[src/rtl/mul_unit_pkg.sv]
// Shared definitions for the iterative multiplier: mul_ctl bit positions,
// the control-state encoding and the fixed iteration count.
package mul_pkg;

  // Bit positions inside mul_ctl
  localparam int MUL_VALID  = 3;
  localparam int MUL_LONG   = 2;
  localparam int MUL_SIGNED = 1;
  localparam int MUL_ACC    = 0;

  // Number of radix-2 steps for a full-width multiplier
  localparam int MUL_ITER = 32;

  typedef enum logic [1:0] {
    IDLE = 2'd0,
    CALC = 2'd1,
    FIX  = 2'd2
  } mul_state_t;

endpackage

[src/rtl/mul_unit_cond_negate.sv]
// Conditional two's-complement negate: dout = neg ? -din : din.
// Used for operand magnitudes and for restoring the sign of the product.
module cond_negate #(
  parameter int W = 32
) (
  input  logic         neg,
  input  logic [W-1:0] din,
  output logic [W-1:0] dout
);

  assign dout = neg ? -din : din;

endmodule

[src/rtl/mul_unit.sv]
// Iterative shift-add multiplier for MUL/MLA/UMULL/UMLAL/SMULL/SMLAL.
// Signed long operations are done on magnitudes and the sign is applied in
// the FIX state, followed by the optional accumulate.
// Optional feature: define MUL_EARLY_TERM_EN to leave CALC as soon as the
// remaining multiplier bits are all zero; otherwise latency is always 33.
module mul_unit
  import mul_pkg::*;
#(
  parameter int WIDTH = 32
) (
  input  logic             clk,
  input  logic             reset,
  input  logic             start,
  input  logic [3:0]       mul_ctl,
  input  logic [WIDTH-1:0] src_a,
  input  logic [WIDTH-1:0] src_b,
  input  logic [WIDTH-1:0] acc_hi,
  input  logic [WIDTH-1:0] acc_lo,
  output logic             busy,
  output logic             done,
  output logic [WIDTH-1:0] result_hi,
  output logic [WIDTH-1:0] result_lo,
  output logic [1:0]       mul_flags
);

  localparam int PW = 2 * WIDTH;
  localparam int CW = $clog2(MUL_ITER);

  mul_state_t       state_reg;
  logic             long_reg;
  logic             acc_en_reg;
  logic             neg_reg;
  logic [WIDTH-1:0] acc_hi_reg;
  logic [WIDTH-1:0] acc_lo_reg;
  logic [WIDTH-1:0] mb_reg;
  logic [PW-1:0]    ma_reg;
  logic [PW-1:0]    prod_reg;
  logic [CW-1:0]    cnt_reg;

  // Operand magnitudes: only signed long operations take absolute values
  logic             signed_long;
  logic [WIDTH-1:0] op_raw [2];
  logic [WIDTH-1:0] op_mag [2];

  assign signed_long = mul_ctl[MUL_LONG] & mul_ctl[MUL_SIGNED];
  assign op_raw[0]   = src_a;
  assign op_raw[1]   = src_b;

  genvar gi;
  generate
    for (gi = 0; gi < 2; gi++) begin : g_mag
      cond_negate #(.W(WIDTH)) u_mag (
        .neg  (signed_long & op_raw[gi][WIDTH-1]),
        .din  (op_raw[gi]),
        .dout (op_mag[gi])
      );
    end
  endgenerate

  // One radix-2 step: add the shifted multiplicand when the multiplier LSB is set
  logic [PW-1:0] prod_step;
  assign prod_step = mb_reg[0] ? (prod_reg + ma_reg) : prod_reg;

  // CALC exit: after the last fixed step, or early once no multiplier bits remain
  logic calc_exit;
`ifdef MUL_EARLY_TERM_EN
  assign calc_exit = (cnt_reg == '0) || (mb_reg[WIDTH-1:1] == '0);
`else
  assign calc_exit = (cnt_reg == '0);
`endif

  // Sign restoration of the magnitude product
  logic [PW-1:0] prod_fixed;
  cond_negate #(.W(PW)) u_fix (
    .neg  (neg_reg),
    .din  (prod_reg),
    .dout (prod_fixed)
  );

  // Accumulate and flag generation for the FIX state
  logic [PW-1:0] acc_val;
  logic [PW-1:0] sum_val;
  logic          res_n;
  logic          res_z;

  // Select the accumulate addend and derive N/Z from the written result width
  always_comb begin
    acc_val = '0;
    if (acc_en_reg) begin
      acc_val = long_reg ? {acc_hi_reg, acc_lo_reg} : {{WIDTH{1'b0}}, acc_lo_reg};
    end
    sum_val = prod_fixed + acc_val;
    res_n   = long_reg ? sum_val[PW-1] : sum_val[WIDTH-1];
    res_z   = long_reg ? (sum_val == '0) : (sum_val[WIDTH-1:0] == '0);
  end

  // Control FSM with registered outputs: IDLE -> CALC -> FIX -> IDLE
  always_ff @(posedge clk) begin
    if (!reset) begin
      state_reg  <= IDLE;
      long_reg   <= 1'b0;
      acc_en_reg <= 1'b0;
      neg_reg    <= 1'b0;
      acc_hi_reg <= '0;
      acc_lo_reg <= '0;
      mb_reg     <= '0;
      ma_reg     <= '0;
      prod_reg   <= '0;
      cnt_reg    <= '0;
      busy       <= 1'b0;
      done       <= 1'b0;
      result_hi  <= '0;
      result_lo  <= '0;
      mul_flags  <= '0;
    end else begin
      done <= 1'b0;
      case (state_reg)
        IDLE: begin
          if (start && mul_ctl[MUL_VALID]) begin
            long_reg   <= mul_ctl[MUL_LONG];
            acc_en_reg <= mul_ctl[MUL_ACC];
            neg_reg    <= signed_long & (src_a[WIDTH-1] ^ src_b[WIDTH-1]);
            acc_hi_reg <= acc_hi;
            acc_lo_reg <= acc_lo;
            ma_reg     <= {{WIDTH{1'b0}}, op_mag[0]};
            mb_reg     <= op_mag[1];
            prod_reg   <= '0;
            cnt_reg    <= CW'(MUL_ITER - 1);
            busy       <= 1'b1;
            state_reg  <= CALC;
          end
        end
        CALC: begin
          prod_reg <= prod_step;
          ma_reg   <= ma_reg << 1;
          mb_reg   <= mb_reg >> 1;
          cnt_reg  <= cnt_reg - CW'(1);
          if (calc_exit) begin
            state_reg <= FIX;
          end
        end
        FIX: begin
          result_hi <= long_reg ? sum_val[PW-1:WIDTH] : '0;
          result_lo <= sum_val[WIDTH-1:0];
          mul_flags <= {res_n, res_z};
          done      <= 1'b1;
          busy      <= 1'b0;
          state_reg <= IDLE;
        end
        default: begin
          state_reg <= IDLE;
          busy      <= 1'b0;
        end
      endcase
    end
  end

endmodule
[config.mk]
export PLATFORM = sky130hd
export DESIGN_NAME = mul_unit
export DESIGN_NICKNAME = d
export VERILOG_FILES = /design/src/rtl/mul_unit_pkg.sv /design/src/rtl/mul_unit_cond_negate.sv /design/src/rtl/mul_unit.sv
export SDC_FILE = /design/constraint.sdc
export NUM_CORES = 1
export LEC_CHECK = 0
export CORE_MARGIN = 10
export CORE_UTILIZATION = 50
export CTS_BUF_LIST = sky130_fd_sc_hd__clkbuf_8
export DETAILED_ROUTE_END_ITERATION = 12
export GPL_TIMING_DRIVEN = 0
export PLACE_DENSITY = 0.69
export SLEW_MARGIN = 15
export SYNTH_ARGS = -nofsm -noshare
export SYNTH_HDL_FRONTEND = slang
export SYNTH_SLANG_ARGS = --single-unit
[constraint.sdc]
create_clock -name clk -period 5.71 [get_ports clk]
set_input_delay 1.142 -clock clk [delete_from_list [all_inputs] [get_ports clk]]
set_output_delay 1.142 -clock clk [all_outputs]
set_load 0.005 [all_outputs]
==> implementation parameters, run 1 <==
Parameter                              Value

Logic synthesis
  Flop and latch count out of synthesis ... 302
  Dominant cell by count in the synthesized netlist ... sky130_fd_sc_hd__nand2_1
  Netlist area before placement ... 21,410 um^2
  Most common library cells after synthesis ... 467 x sky130_fd_sc_hd__nand2_1, 367 x sky130_fd_sc_hd__a21oi_1, 302 x sky130_fd_sc_hd__dfxtp_1
  Portion of synthesized cell area occupied by the leading cell type ... 28.24%
  Syn. warnings ... 0
  Synth Net Count ... 3,158
  Count of flip-flops with a built-in enable after synthesis ... 0
  Part of the Yosys area used for sequential elements ... 28.24%
  Cell type with the largest total area after synthesis ... sky130_fd_sc_hd__dfxtp_1
  Gate count after technology mapping ... 2,890
  Commonest register cell after synthesis ... sky130_fd_sc_hd__dfxtp_1
  Async S/R FF share, synth ... 0%
  Synth cell types ... approximately 80
  Mean post-synth cell area ... roughly 7.4 um^2
  Area contributors post-synth ... sky130_fd_sc_hd__dfxtp_1 28%, sky130_fd_sc_hd__a21oi_1 8.6%, sky130_fd_sc_hd__nand2_1 8.2%

Timing
  Number of hold-slack violations in the final timing report ... 0
  Highest attainable clock frequency ... around 180 MHz
  Final worst path period need ... 5.541 ns
  Final-report max-slew violation count ... 0
  Slew HR ... 15.73%
  Aggregate negative setup slack ... 0 ns
  Final setup violation count ... 0
  Hold Slack ... 0.4517 ns
  Transition at the pin with the smallest max-transition slack ... 1.264 ns
  Final Cycle Share ... 97.04%
  Post-route clock skew ... 0.02539 ns

Critical path
  Critical path peak fanout ... 6
  Data required time of the critical path ... around 6.3 ns
  Critical path data arrival time ... between 6 and 7 ns
  Worst path top cell family by delay ... simple AND/OR/NAND/NOR gates
  Setup crit end kind ... register
  Worst path slowest cell ... sky130_fd_sc_hd__or4_4
  Reg2reg start ... prod_reg[5]$_SDFFE_PN0P_
  Capture point of the worst reg-to-reg path ... mul_flags[0]$_SDFFE_PN0P_
  Start point of the critical path ... prod_reg[5]$_SDFFE_PN0P_
  Sequence of cells on the critical path ... or4_4 > nor3_4 > buf_4 > inv_1 > or4_1 > nand2_1 > xnor2_1 > ha_1 > a21oi_1 > o211ai_1 > a21boi_0 > nand3_1 > nand2_1 > xnor2_1 > or4_1 > nor4_1 > nand4b_1 > nand4b_1 > nand2_1
  Max incr delay on CP ... 0.61 ns
  Startpoint kind of the worst setup timing path ... register
  Depth of the worst register-to-register path ... 19
  Crit Path Category ... reg2reg
  Buffering stage count on the worst path with inverters included ... 2
  Cell mode on critical path ... sky130_fd_sc_hd__nand2_1
  Setup slack of the worst register-to-register path ... between 0.15 and 0.2 ns

Layout
  Area grow syn2layout ... 19.57%
  Final #Nets ... 3,412
  Share of layout cells above drive strength 1 ... 5.747%
  Final standard cell utilization of the core ... 60.76%

Route
  Vias after detailed routing ... 22,482
  Pre-antenna DRT Iters ... 5
  Antenna-violating nets left ... 0
  Vias per cell ... 6.037
  Number of design-rule violations left by the first detailed-router iteration ... ~1,700
  Count of unresolved DRC violations after routing ... 0
  Total length of routed wires ... 76.48 mm
  Average wire length per cell after detail routing ... 20.54 um

Pwr
  Pwr Density ... about 190 nW/um^2
  VDD IR max ... about 0.00014 V
  Fraction of power consumed by sequential logic ... 45.5%
  Psw ... 1.370 mW
  Proportion of total power due to net switching ... approximately 28%
  Clock share of power ... 42.6%
  Share of power burned in combinational logic ... 11.9%
  Static power due to leakage ... 10.39 nW
  Overall Power ... ~4.9 mW
  Cell-internal power ... 3.496 mW

Min path
  Hold path cells ... 2
  Source of the worst hold timing path ... acc_hi_reg[26]$_SDFFE_PN0P_
  Worst Hold End ... acc_hi_reg[26]$_SDFFE_PN0P_
  Type of the tightest min-delay check ... reg2reg

Floorplanning
  Io pins ... 203
  Die Footprint ... between 50,000 and 60,000 um^2
  Vertical extent of the die ... 226.9 um
  Die width ... 226.9 um
  Area of the core ... 42,130 um^2
  Initial core utilization ... 50.82%
  Number of placement rows ... 75

Global routing
  Wire length of the first global-routing pass ... 117.0 mm
  Initial antenna violation count ... 2
  Global Route Usage Sum ... 28.64%
  Total congestion overflow ... 0
  Via count of the first global-routing pass ... 21,234
  Maximum number of pins on one net before global-route repair ... 16

Clock network
  Bufs on Longest Clock Path ... 3
  TritonCTS clock tree ... yes
  Number of levels in the clock H-tree ... 2
  Clock transition at path regs ... 0.07 ns
  Clock sink total ... approximately 300
  Clock latency of the later-clocked register in the worst-skew pair ... 0.66 ns
  Buffer type at the clock tree root ... sky130_fd_sc_hd__clkbuf_8
  Total CTS buffers ... 50

Place
  HPWL reported at the end of detailed placement ... 61.48 mm
  Number of I/O port buffers ... roughly 200
  Final weighted congestion of routability-driven global placement ... roughly 0.96

Job
  Count of maximum capacitance violations ... 0

Status
  Status ... completed
## power groups by stage
stage | Combinational (mW) | Sequential, mW | Clock (mW)
detailed placement | 0.568 | 2.26 | 0
global placement | 0.556 | 2.26 | 0
global route | 0.632 | 2.22 | 2.18
CTS | 0.573 | 2.21 | 2.09
finish | 0.581 | 2.21 | 2.07
floorplan | 0.316 | 2.24 | 0
## worst max path at each step
stage	endpoint	slack (ns)	depth (start not counted)
final	mul_flags[0]$_SDFFE_PN0P_	0.17	19
after global routing	mul_flags[0]$_SDFFE_PN0P_	-0.03	22
after CTS	mul_flags[0]$_SDFFE_PN0P_	0.009	22
after detailed placement	result_hi[31]$_SDFFE_PN0P_	-0.69	21
after global placement	mul_flags[1]$_SDFFE_PN0P_	-0.63	20
after floorplan	mul_flags[1]$_SDFFE_PN0P_	0.55	22
## layer usage
layer	part of all wire, %	GRT usage (%)	up-vias
met3	7.0	4.118	133
met2	45	46.05	785
met5	0	0	-
li1	-	-	11014
met1	45	38.50	10550
met4	3.1	10.17	0
## final cells by class
class	instances	area (um^2)
fill	3853	16530
multi-input combinational	2363	14890
sequential	302	6052
timing repair buffer	210	2079
clock inverter	32	254.0
inverter	49	183.9
buffer	168	634.4
antenna	1	2.502
tap	539	674.4
clock buffer	60	825.8
## layout by cell type (no fill, tap or decap), types with 61 or more instances in the layout
cell	synthesis	final
sky130_fd_sc_hd__a22oi_1	113	113
sky130_fd_sc_hd__xor2_1	81	81
sky130_fd_sc_hd__nand2_1	467	467
sky130_fd_sc_hd__clkdlybuf4s50_1	0	201
sky130_fd_sc_hd__ha_1	131	126
sky130_fd_sc_hd__clkbuf_1	169	158
sky130_fd_sc_hd__o21ai_0	143	130
sky130_fd_sc_hd__dfxtp_1	302	297
sky130_fd_sc_hd__a21oi_1	367	361
sky130_fd_sc_hd__nand3_1	90	89
sky130_fd_sc_hd__a21o_1	76	76
sky130_fd_sc_hd__nor2_1	202	198
sky130_fd_sc_hd__xnor2_1	142	140
sky130_fd_sc_hd__inv_1	49	61
## through the flow
| step | std cells | area, um^2 | setup slack, ns |
|---|---|---|---|
| CTS | 3725 | 25350 | 0.009275 |
| global route | 3724 | 25600 | -0.02532 |
| floorplan | 2890 | 21410 | 0.5523 |
| global placement | 3630 | 24100 | -0.6278 |
| finish | 3724 | 25600 | 0.1692 |
| detailed placement | 3630 | 24100 | -0.6867 |
## timing repair
item                                    CTS  global route
hold endpoints to repair                  0             0
resized for setup                        37            62
setup buffers                             5             4
hold buffers                              0             0
pin swaps                                 5             8
endpoints found under the setup margin    9             9
## cell families (layout without fill, tap and decap cells)
| family | Yosys count | after routing | share of synthesized area, % |
|---|---|---|---|
| simple gates | 1066 | 1066 | 23.18 |
| compound gates | 937 | 937 | 27.45 |
| flops | 302 | 302 | 28.24 |
| buf+inv | 225 | 519 | 3.945 |
| xor+xnor | 224 | 224 | 9.198 |
| fa+ha+maj | 133 | 133 | 7.842 |
| mux | 3 | 3 | 0.1461 |
| other cells | 0 | 1 | 0 |
## tightest hold or removal path: stages, from the launching register on
cell and delay, ns:
sky130_fd_sc_hd__dfxtp_1 0.31, sky130_fd_sc_hd__nand2_1 0.05, sky130_fd_sc_hd__a21oi_1 0.05
Note: power is estimated with default switching activity, not from simulation.
==> run 2, diff against run 1 <==
CORE_UTILIZATION = 55   (was 50)
PLACE_DENSITY = 0.75   (was 0.69)
==> run 2 against run 1 <==
Sequential cell count unchanged. Combinational power hardly changed. Worst setup slack worse by 0.13 ns. Largest power group unchanged. Register-to-register slack worse by 0.13 ns. Critical path depth increased by 2. Sequential share of layout area grew 0.11 points.
==> implementation parameters, run 2 (same netlist as run 1, synthesis figures left out) <==
Parameter                              Value

Timing
  Final-report max-slew violation count ... 0
  Transition at the pin with the smallest max-transition slack ... about 1.3 ns
  Aggregate negative setup slack ... 0 ns
  Final Cycle Share ... 99.24%
  Number of hold-slack violations in the final timing report ... 0
  Post-route clock skew ... approximately 0.045 ns
  Final setup violation count ... 0
  Setup ws final ... 0.04362 ns
  Slew HR ... 15.61%
  Final worst path period need ... 5.666 ns
  Highest attainable clock frequency ... 176.5 MHz

Place
  Placed cell area ... 24,080 um^2
  Number of I/O port buffers ... 201
  Final weighted congestion of routability-driven global placement ... 0.9718
  HPWL reported at the end of detailed placement ... 60.15 mm
  Worst-case setup slack after placement ... -0.6148 ns

Pwr
  Share of power burned in combinational logic ... 12.1%
  Proportion of total power due to net switching ... 28.17%
  Cell-internal power ... 3.445 mW
  Static power due to leakage ... between 10 and 15 nW
  Pwr Density ... 188.3 nW/um^2
  Clock share of power ... 41.7%
  Psw ... 1.351 mW
  VDD IR max ... ~0.00017 V
  Fraction of power consumed by sequential logic ... 46.2%

Global routing
  Initial antenna violation count ... 0
  Grt met1 use ... 39.39%
  Via count of the first global-routing pass ... 21,408
  Met2 Use GR ... 48.22%
  Maximum number of pins on one net before global-route repair ... 17
  Total congestion overflow ... 0
  Wire length of the first global-routing pass ... about 110 mm
  Met3 usage in global routing ... 4.813%
  Most used routing layer ... met2
  Global Route Usage Sum ... 30.15%

Route
  Count of unresolved DRC violations after routing ... 0
  Pre-antenna DRT Iters ... 7
  Vias after detailed routing ... 22,729
  Vias per cell ... 6.150
  Number of design-rule violations left by the first detailed-router iteration ... 1,954
  Average wire length per cell after detail routing ... about 20 um
  Antenna-violating nets left ... 0
  Total length of routed wires ... 75.58 mm

Clock network
  Bufs on Longest Clock Path ... 3
  Clock transition at path regs ... 0.06 ns
  Clock sink total ... around 300
  Clock latency of the later-clocked register in the worst-skew pair ... 0.69 ns
  Number of levels in the clock H-tree ... 2
  Total CTS buffers ... 51
  TritonCTS clock tree ... yes
  Buffer type at the clock tree root ... sky130_fd_sc_hd__clkbuf_8

Critical path
  Buffering stage count on the worst path with inverters included ... 0
  Data required time of the critical path ... 6.32 ns
  Critical path data arrival time ... 6.28 ns
  Worst path slowest cell ... sky130_fd_sc_hd__or4_4
  Sequence of cells on the critical path ... or4_4 > nor3_4 > and3_4 > nand4_1 > or2_4 > or3_1 > or4_4 > o21ai_1 > xnor2_1 > ha_2 > nand4_1 > nor2_4 > nand3_1 > nor3_4 > a211o_1 > o21ai_0 > a221oi_2 > nand4_1 > and4b_1 > nand4b_1 > nand2_1
  Crit Path Category ... reg2reg
  Worst path top cell family by delay ... simple AND/OR/NAND/NOR gates
  Setup crit end kind ... register
  Max incr delay on CP ... just over 0.6 ns
  Cell mode on critical path ... sky130_fd_sc_hd__nand4_1
  Startpoint kind of the worst setup timing path ... register
  Critical path peak fanout ... 5

Floorplanning
  Initial core utilization ... between 50 and 60%
  Die width ... 217.3 um
  Number of placement rows ... 72
  Area of the core ... 38,560 um^2
  Die Footprint ... roughly 47,000 um^2
  Vertical extent of the die ... 217.3 um
  Io pins ... 203

Layout
  Most common cell after layout, fill and taps aside ... sky130_fd_sc_hd__nand2_1
  Post-route design area ... 25,470 um^2
  Area grow syn2layout ... 18.95%
  Final standard cell utilization of the core ... 66.05%
  N_diodes ... 0
  Share of layout cells above drive strength 1 ... under 10%
  Count of fill cells added during filler insertion ... 3,454
  Final #Nets ... 3,410
  Top library cells by usage in the layout, fill and taps aside ... 466 x sky130_fd_sc_hd__nand2_1, 362 x sky130_fd_sc_hd__a21oi_1, 299 x sky130_fd_sc_hd__dfxtp_1, 201 x sky130_fd_sc_hd__clkdlybuf4s50_1, 199 x sky130_fd_sc_hd__nor2_1

Status
  Status ... completed

Job
  Count of maximum capacitance violations ... 0

Min path
  Type of the tightest min-delay check ... reg2reg
-- run 2: cell types whose count changed in the layout (fill, tap and decap cells not counted), sizes merged --
cell,before,now
buf,16,18
diode,1,0
bufinv,3,2
clkinvlp,2,1
clkbuf,221,216
inv,63,68
clkinv,13,7
-- run 2: metrics by stage --
| step | hold slack (ns) | total power, mW | instances |
|---|---|---|---|
| detailed placement | 0.4427 | 2.821 | 3609 |
| global placement | 0.4377 | 2.804 | 3609 |
| floorplan | 0.4317 | 2.556 | 2890 |
| global route | 0.4691 | 4.948 | 3696 |
| finish | 0.4504 | 4.796 | 3696 |
| CTS | 0.4504 | 4.791 | 3698 |
-- run 2: metal layers --
layer / up-vias / part of all wire (%)
li1: 10982 / -
met1: 10637 / 44
met2: 944 / 45
met3: 166 / 7.6
met4: 0 / 4.0
met5: - / 0
-- run 2: path summary, 6_finish.rpt --
check	startpoint	end	slack, ns	cells after the start
max	prod_reg[5]$_SDFFE_PN0P_	mul_flags[0]$_SDFFE_PN0P_	0.04	21
min	acc_hi_reg[25]$_SDFFE_PN0P_	acc_hi_reg[25]$_SDFFE_PN0P_	0.45	2
max reg2reg	prod_reg[5]$_SDFFE_PN0P_	mul_flags[0]$_SDFFE_PN0P_	0.04	21
min reg2reg	acc_hi_reg[25]$_SDFFE_PN0P_	acc_hi_reg[25]$_SDFFE_PN0P_	0.45	2
-- run 2: worst min-delay path, cell delays in order, from the launching register on --
cell and delay (ns):
sky130_fd_sc_hd__dfxtp_1 0.30, sky130_fd_sc_hd__nand2_1 0.05, sky130_fd_sc_hd__a21oi_1 0.05
-- run 2: final cells by class --
class                           instances  area, um^2  area share (%)
Buffer                                165       621.8           2.442
Clock buffer                           60       825.8           3.243
Clock inverter                         29       210.2          0.8254
Inverter                               49       183.9          0.7222
Multi-Input combinational cell       2363       14850           58.30
Sequential cell                       302        6050           23.75
Tap cell                              518       648.1           2.545
Timing Repair Buffer                  210        2079           8.165
-- run 2: what timing repair did --
action / in CTS / in global routing
pin swaps: 1 / 16
resized for setup: 31 / 56
setup endpoints to repair: 7 / 6
buffers inserted: 3 / 6
hold buffers: 0 / 0
-- run 2: power by group through the flow --
stage | logic [mW] | clock network (mW) | registers, mW
2_1_floorplan | 0.316 | 0 | 2.24
3_3_place_gp | 0.548 | 0 | 2.26
3_5_place_dp | 0.563 | 0 | 2.26
4_1_cts | 0.569 | 2.01 | 2.21
5_1_grt | 0.627 | 2.10 | 2.22
6_report | 0.579 | 2.00 | 2.22
